**src/rtl/fifo_uart_tx.sv**
```systemverilog
// fifo_uart_tx: drains a byte FIFO onto a serial line, 1 start / 8 data (LSB first) / 1 stop.
// Define FIFO_UART_TX_PARITY_EN to insert an even-parity bit after the data bits.
module fifo_uart_tx #(
    parameter int CLKS_PER_BIT = 16,
    parameter int CNT_W        = 16
) (
    input  logic             clk,
    input  logic             reset,
    input  logic             tx_enable,
    input  logic             fifo_empty,
    output logic             fifo_rd_en,
    input  logic [7:0]       fifo_rd_data,
    output logic             tx,
    output logic             busy,
    output logic [CNT_W-1:0] bytes_sent
);
    localparam int BW = $clog2(CLKS_PER_BIT);
    localparam logic [BW-1:0] LAST = BW'(CLKS_PER_BIT - 1);

    typedef enum logic [2:0] {
        IDLE, START, DATA, STOP
`ifdef FIFO_UART_TX_PARITY_EN
        , PARITY
`endif
    } state_t;

    state_t        state, state_n;
    logic [BW-1:0] cnt;
    logic [2:0]    idx;
    logic [7:0]    shift;
    logic          tick, tx_d;
`ifdef FIFO_UART_TX_PARITY_EN
    logic          par;
`endif

    assign tick       = cnt == LAST;
    assign busy       = state != IDLE;
    assign fifo_rd_en = state == IDLE && tx_enable && !fifo_empty;

    always_ff @(posedge clk or posedge reset)
        if (reset) state <= IDLE;
        else       state <= state_n;

    always_comb begin
        state_n = state;
        case (state)
            IDLE:   state_n = fifo_rd_en ? START : IDLE;
            START:  state_n = tick ? DATA : START;
`ifdef FIFO_UART_TX_PARITY_EN
            DATA:   state_n = tick && idx == 3'd7 ? PARITY : DATA;
            PARITY: state_n = tick ? STOP : PARITY;
`else
            DATA:   state_n = tick && idx == 3'd7 ? STOP : DATA;
`endif
            STOP:   state_n = tick ? IDLE : STOP;
            default: state_n = IDLE;
        endcase
    end

    // tx is registered from the next state, so it changes on the same edge as the state
    always_comb begin
        tx_d = 1'b1;
        case (state_n)
            START:  tx_d = 1'b0;
            DATA:   tx_d = state == DATA && tick ? shift[1] : shift[0];
`ifdef FIFO_UART_TX_PARITY_EN
            PARITY: tx_d = par;
`endif
            default: tx_d = 1'b1;
        endcase
    end

    always_ff @(posedge clk or posedge reset)
        if (reset) begin
            cnt        <= '0;
            idx        <= '0;
            shift      <= '0;
            tx         <= 1'b1;
            bytes_sent <= '0;
`ifdef FIFO_UART_TX_PARITY_EN
            par        <= 1'b0;
`endif
        end else begin
            tx  <= tx_d;
            cnt <= state == IDLE || tick ? '0 : cnt + 1'b1;
            if (fifo_rd_en) begin
                shift <= fifo_rd_data;
                idx   <= '0;
            end else if (state == DATA && tick) begin
                shift <= shift >> 1;
                idx   <= idx + 1'b1;
            end
`ifdef FIFO_UART_TX_PARITY_EN
            if (fifo_rd_en) par <= ^fifo_rd_data;
`endif
            if (state == STOP && tick) bytes_sent <= bytes_sent + 1'b1;
        end
endmodule

```
**config.mk**
```make
export PLATFORM = sky130hd
export DESIGN_NAME = fifo_uart_tx
export DESIGN_NICKNAME = d
export VERILOG_FILES = /design/src/rtl/fifo_uart_tx.sv
export SDC_FILE = /design/constraint.sdc
export NUM_CORES = 1
export LEC_CHECK = 0
export ABC_CLOCK_PERIOD_IN_PS = 2100
export BUFFER_PORTS_ARGS = -buffer_cell sky130_fd_sc_hd__buf_4
export CAP_MARGIN = 20
export CORE_ASPECT_RATIO = 2
export CORE_MARGIN = 5
export CORE_UTILIZATION = 53
export CTS_CLUSTER_DIAMETER = 80
export DETAILED_ROUTE_END_ITERATION = 10
export GPL_ROUTABILITY_DRIVEN = 0
export PLACE_DENSITY_LB_ADDON = 0.3
export SYNTH_ARGS = -nofsm -noshare
export SYNTH_HDL_FRONTEND = slang
export SYNTH_SLANG_ARGS = --single-unit
```
**constraint.sdc**
```tcl
create_clock -name clk -period 2.1 [get_ports clk]
set_input_delay 0.21 -clock clk [delete_from_list [all_inputs] [get_ports clk]]
set_output_delay 0.21 -clock clk [all_outputs]
set_load 0.05 [all_outputs]
```
* Word-level counts from Yosys, hierarchy flattened
Index checks and enable logic that the tools add are counted.
** Storage, ports and cells
- Bits in registers :: 35
- Word-level logic and storage cells :: 38
- Bits of input ports :: 12
- Output and inout bits :: 19
** Operators by class
- Add/sub/neg operators :: 3
- Reductions and logical operators :: 10
- Multiplexer cells :: 12
- Equality and inequality tests :: 7
** Operators by type and width (count)
- 16-bit by 1-bit adder with 16-bit output, second input constant :: 1
- 8-bit two-way mux :: 2
- 3-bit by 2-bit equality test with 1-bit output, second input constant :: 3
- 2-bit case mux with 4 select lines :: 1
- 3-bit by 1-bit equality test with 1-bit output, second input constant :: 2
- 3-bit two-way mux :: 2
- 1-bit logical AND :: 5
- 4-bit by 1-bit adder with 4-bit output, second input constant :: 1
- 4-bit equality test, second input constant :: 1
- 2-bit two-way mux :: 2
- 4-bit two-way mux :: 1
- 3-bit by 1-bit adder with 3-bit output, second input constant :: 1
- 3-bit equality test, second input constant :: 1
- 3-bit zero test :: 1
- 1-bit two-way mux :: 3
- 3-bit nonzero test :: 1
- 1-bit case mux with 2 select lines :: 1
- 2-bit nonzero test :: 1
- 1-bit zero test :: 1
- 1-bit logical OR :: 1

* Depth between registers and ports, before layout
- Depth in word-level cells :: 7
- Depth in mapped cells :: 6
- Mapped depth without buffers :: 6

* Least setup slack after synthesis
Ideal clock, no wire load.
- Kind :: register to register
- Start :: reg bytes_sent[0]
- End :: reg bytes_sent[12]
- Data required time :: 2.018 ns
- Setup time :: 0.082 ns
- Buffers on the path :: 1
- Setup slack :: 0.236 ns
- Period minus slack after synthesis :: 1.864 ns
- Stages on the path, launching flop included :: 7
- Data arrival time :: 1.782 ns
- Path through :: dfrtp_1 > ha_1 > nand2_1 > or4_4 > buf_6 > nor3_2 > xor2_1
** Between the ends
- Longest elaborated chain between the ends :: 1
** RTL lines
- start, declared :: line 15 : output logic [CNT_W-1:0] bytes_sent
- start signal, assigned :: line 96 : if (state == STOP && tick) bytes_sent <= bytes_sent + 1'b1;
- 16-bit by 1-bit adder with 16-bit output :: line 96
Every way passes these cells.
A chain may end at the register's enable or synchronous reset.

* Final worst setup path
- Start :: reg state[1]
- End :: out fifo_rd_en
** Between the ends
- Longest elaborated chain between the ends :: 3
** RTL lines
- start, declared :: line 27 : state_t state, state_n;
- start signal, assigned :: line 42 : else state <= state_n;
- 3-bit zero test :: line 38 : assign fifo_rd_en = state == IDLE && tx_enable && !fifo_empty;
- 1-bit logical AND (2 in series) :: line 38
- end, declared :: line 11 : output logic fifo_rd_en,
Every way passes these cells.

==> flow_metrics.py <==
metrics = {
    "outcome": {
        "status": "completed",
    },
    "min_path": {
        "holdPathStages": 3,
        "hold-path-endpoint": "shift[7]",
        "hp-class": "input port to flop",
        "min_from": "fifo_rd_data[7]",
    },
    "global_routing": {
        "grt-ovfl-total": 0,
        "grt_max_degree": 25,
        "grt_pass1_wl_um": 5310,
        "antenna_found_initial": 0,
        "grt_pass1_vias": 1197,
        "track_usage": 0.174,
    },
    "synthesis": {
        "synth_edf_count": 0,
        "netlist_instances": 145,
        "yosys_warnings": 0,
        "syn_area_mm2": 0.00155,
        "synthTopCellsByArea": "dfrtp_1 53%, nand2_1 6.8%, xnor2_1 6.2%, xor2_1 3.4%, ha_1 3.2%",
        "synthMuxAreaShare": 0.00729,
        "ys_seq_area_frac": 0.551,
        "synthAdderAreaFrac": 0.0324,
        "ys.flop_type": "dfrtp_1",
        "async_flop_share": 1.00,
        "synth_cell_types": 34,
        "synth_seq_cells": 34,
        "synthXorXnorAreaFrac": 0.0964,
        "post_synth_and_or_nand_nor_area_fraction": 0.213,
        "synth_top_area_frac": 0.534,
        "synth-compound-area-share": 0.0753,
        "yosys.area.top_type": "dfrtp_1",
        "postSynthAreaPerCell_um2": 10.7,
        "syn_nets": 161,
        "synth_top_family_by_area": "simple AND/OR/NAND/NOR gates",
    },
    "pwr": {
        "leakagePower_nw": 0.977,
        "ir_drop_v": 0.000606,
        "powerDensity_mw_per_mm2": 989,
    },
    "clocking": {
        "post-cts-setup-buffers": 0,
        "tritoncts": "yes",
        "cts_root_buf": "clkbuf_8",
        "clk_latency_ns": 0.28,
        "cts_buffers": 5,
        "cts_buffer_depth": 2,
        "clkSinkCount": 34,
        "htreeDepth": 2,
        "cts.clk_slew.worst_paths_ns": 0.07,
    },
    "timing": {
        "fin_hold_ws_ns": 0.123,
        "relSlewSlack": 0.632,
        "hold_viol": 0,
        "finalWorstSetupSlack_ns": 0.171,
        "setup_violations": 0,
        "rsz0062_at_grt": "no",
        "fin_crit_ns": 1.93,
        "fmax_ghz": 0.518,
        "setup_tns_ns": 0,
        "slew_viol_final": 0,
        "finalCritPeriodShare": 0.919,
        "fin_skew_ns": 0.00755,
        "worstMarginPinSlew_ns": 0.551,
    },
    "final_layout": {
        "nNetsFinal": 199,
        "syn2layout_area_growth_pct": 23.7,
        "fillCellCount": 222,
        "antenna_cells": 0,
        "drive_above_1_share": 0.272,
        "final_cell_count_no_fill": 213,
    },
    "placed_design": {
        "pre_cts_slack_ns": 0.323,
        "io_buffers": 30,
        "dp_cells": 204,
        "dp_hpwl_um": 2340,
    },
    "setup_path": {
        "r2r_slack_ns": 0.28,
        "path_class": "flop to output port",
        "worstReg2RegEnd": "bytes_sent[12]",
        "required_ns": 1.89,
        "timing.rr.start": "cnt[0]",
        "path_max_fanout": 6,
        "slowest_stage": "dfrtp_1",
        "crit_arrival_ns": 1.72,
        "start_kind": "flop",
        "worst_r2r_path_depth": 5,
        "critical_path.max_stage_delay_ns": 0.43,
        "cp_num_buf_inv": 2,
        "critical_path.endpoint_type": "output port",
        "cp_top_family": "simple AND/OR/NAND/NOR gates",
        "crit_chain": "nor2_1, nand3b_1, inv_1, buf_4",
    },
    "drt": {
        "drt_iter0_markers": 17,
        "first_pass_iters": 4,
        "routed_wl_um": 3050,
        "vias": 1156,
        "vias_per_cell": 5.43,
        "drc_errors": 0,
        "wire_per_inst_um": 14.3,
        "ant_nets": 0,
    },
    "die": {
        "core.rowCount": 27,
        "die_w_um": 48.2,
        "die_y_um": 86.4,
        "start_util": 0.558,
        "die-area_mm2": 0.00416,
        "fp.coreArea_mm2": 0.00277,
        "ioPinCount": 31,
    },
    "flow_run": {
        "max_cap_viol_count": 0,
    },
}
cell type report:
| class | instances | area [um2] | share of cell area |
|---|---|---|---|
| timing repair buffer | 34 | 258 | 0.135 |
| tap | 29 | 36.3 | 0.0190 |
| clock inverter | 1 | 5.00 | 0.00262 |
| inverter | 5 | 18.8 | 0.00982 |
| multi-input combinational | 103 | 656 | 0.343 |
| sequential | 34 | 852 | 0.446 |
| clock buffer | 7 | 86.3 | 0.0452 |
worst max-delay path by stage:
stage | to | cells after the start | start | slack [ns]
after floorplan | bytes_sent[12] | 6 | bytes_sent[0] | 0.24
after global routing | fifo_rd_en | 4 | state[1] | 0.04
after global placement | bytes_sent[12] | 5 | cnt[0] | 0.39
after detailed placement | bytes_sent[10] | 5 | cnt[0] | 0.32
final | fifo_rd_en | 4 | state[1] | 0.17
after CTS | fifo_rd_en | 4 | state[1] | 0.13
state kept, by name (all words and copies together), names as in the netlist:
name        flops
cnt             4
tx              1
state           2
idx             3
shift           8
bytes_sent     16
stage by stage:
stage	cell area, um2	utilization	power [W]
3_5_place_dp	1810	0.654	0.00142
3_3_place_gp	1810	0.654	0.00139
2_1_floorplan	1550	-	0.00128
5_1_grt	1910	0.690	0.00201
6_report	1910	0.690	0.00189
4_1_cts	1910	0.690	0.00191
Yosys cell counts (2+ instances only):
master    instances
a21oi_1           5
a22oi_1           5
and3_2            2
clkbuf_1          2
dfrtp_1          33
ha_1              4
inv_1             5
nand2_1          28
nand3_1           7
nand4_1           3
nor2_1           11
nor2b_1           2
nor3_1            2
xnor2_1          11
xor2_1            6
worst min-delay path: stages:
cell and delay [ns]:
buf_4 0.07, nand2_1 0.04, nand2_1 0.05
kinds of logic (layout without fill, tap and decap cells):
family / count (synthesis) / after routing
AOI/OAI and AO/OA: 17 / 17
buffers and inverters: 8 / 47
and+or+nand+nor: 64 / 64
muxes: 1 / 1
DFF: 34 / 34
adders and majority gates: 4 / 4
xor gates and xnor gates: 17 / 17
cells in the final DEF (no fill, tap or decap), drive strengths merged, types with 3 or more instances in the layout:
cell type,count
inv,5
nand2,28
clkbuf,7
xor2,6
nor2,11
dfrtp,33
nor3,4
a22oi,5
xnor2,11
ha,4
a21oi,5
buf,33
nand4,3
nand3,8
power breakdown:
group	switching, W	leakage (nW)	internal (W)
combinational	0.000258	0.485	0.000191
sequential	0.000136	0.444	0.000820
clock	0.000222	0.0482	0.000264
routing by layer:
layer  vias to the layer above  GRT usage  share of wire
met5                         -          0              0
met4                         0     0.0686          0.017
met3                         6     0.0416          0.041
met1                       554      0.190           0.38
met2                        29      0.300           0.56
li1                        567          -              -
timing repair:
| item | 4_1_cts | 5_1_grt |
|---|---|---|
| hold endpoints to repair | 10 | 0 |
| hold buffers | 1 | 0 |
| resized for setup | 0 | 0 |
Note: power is estimated with default switching activity, not from simulation.
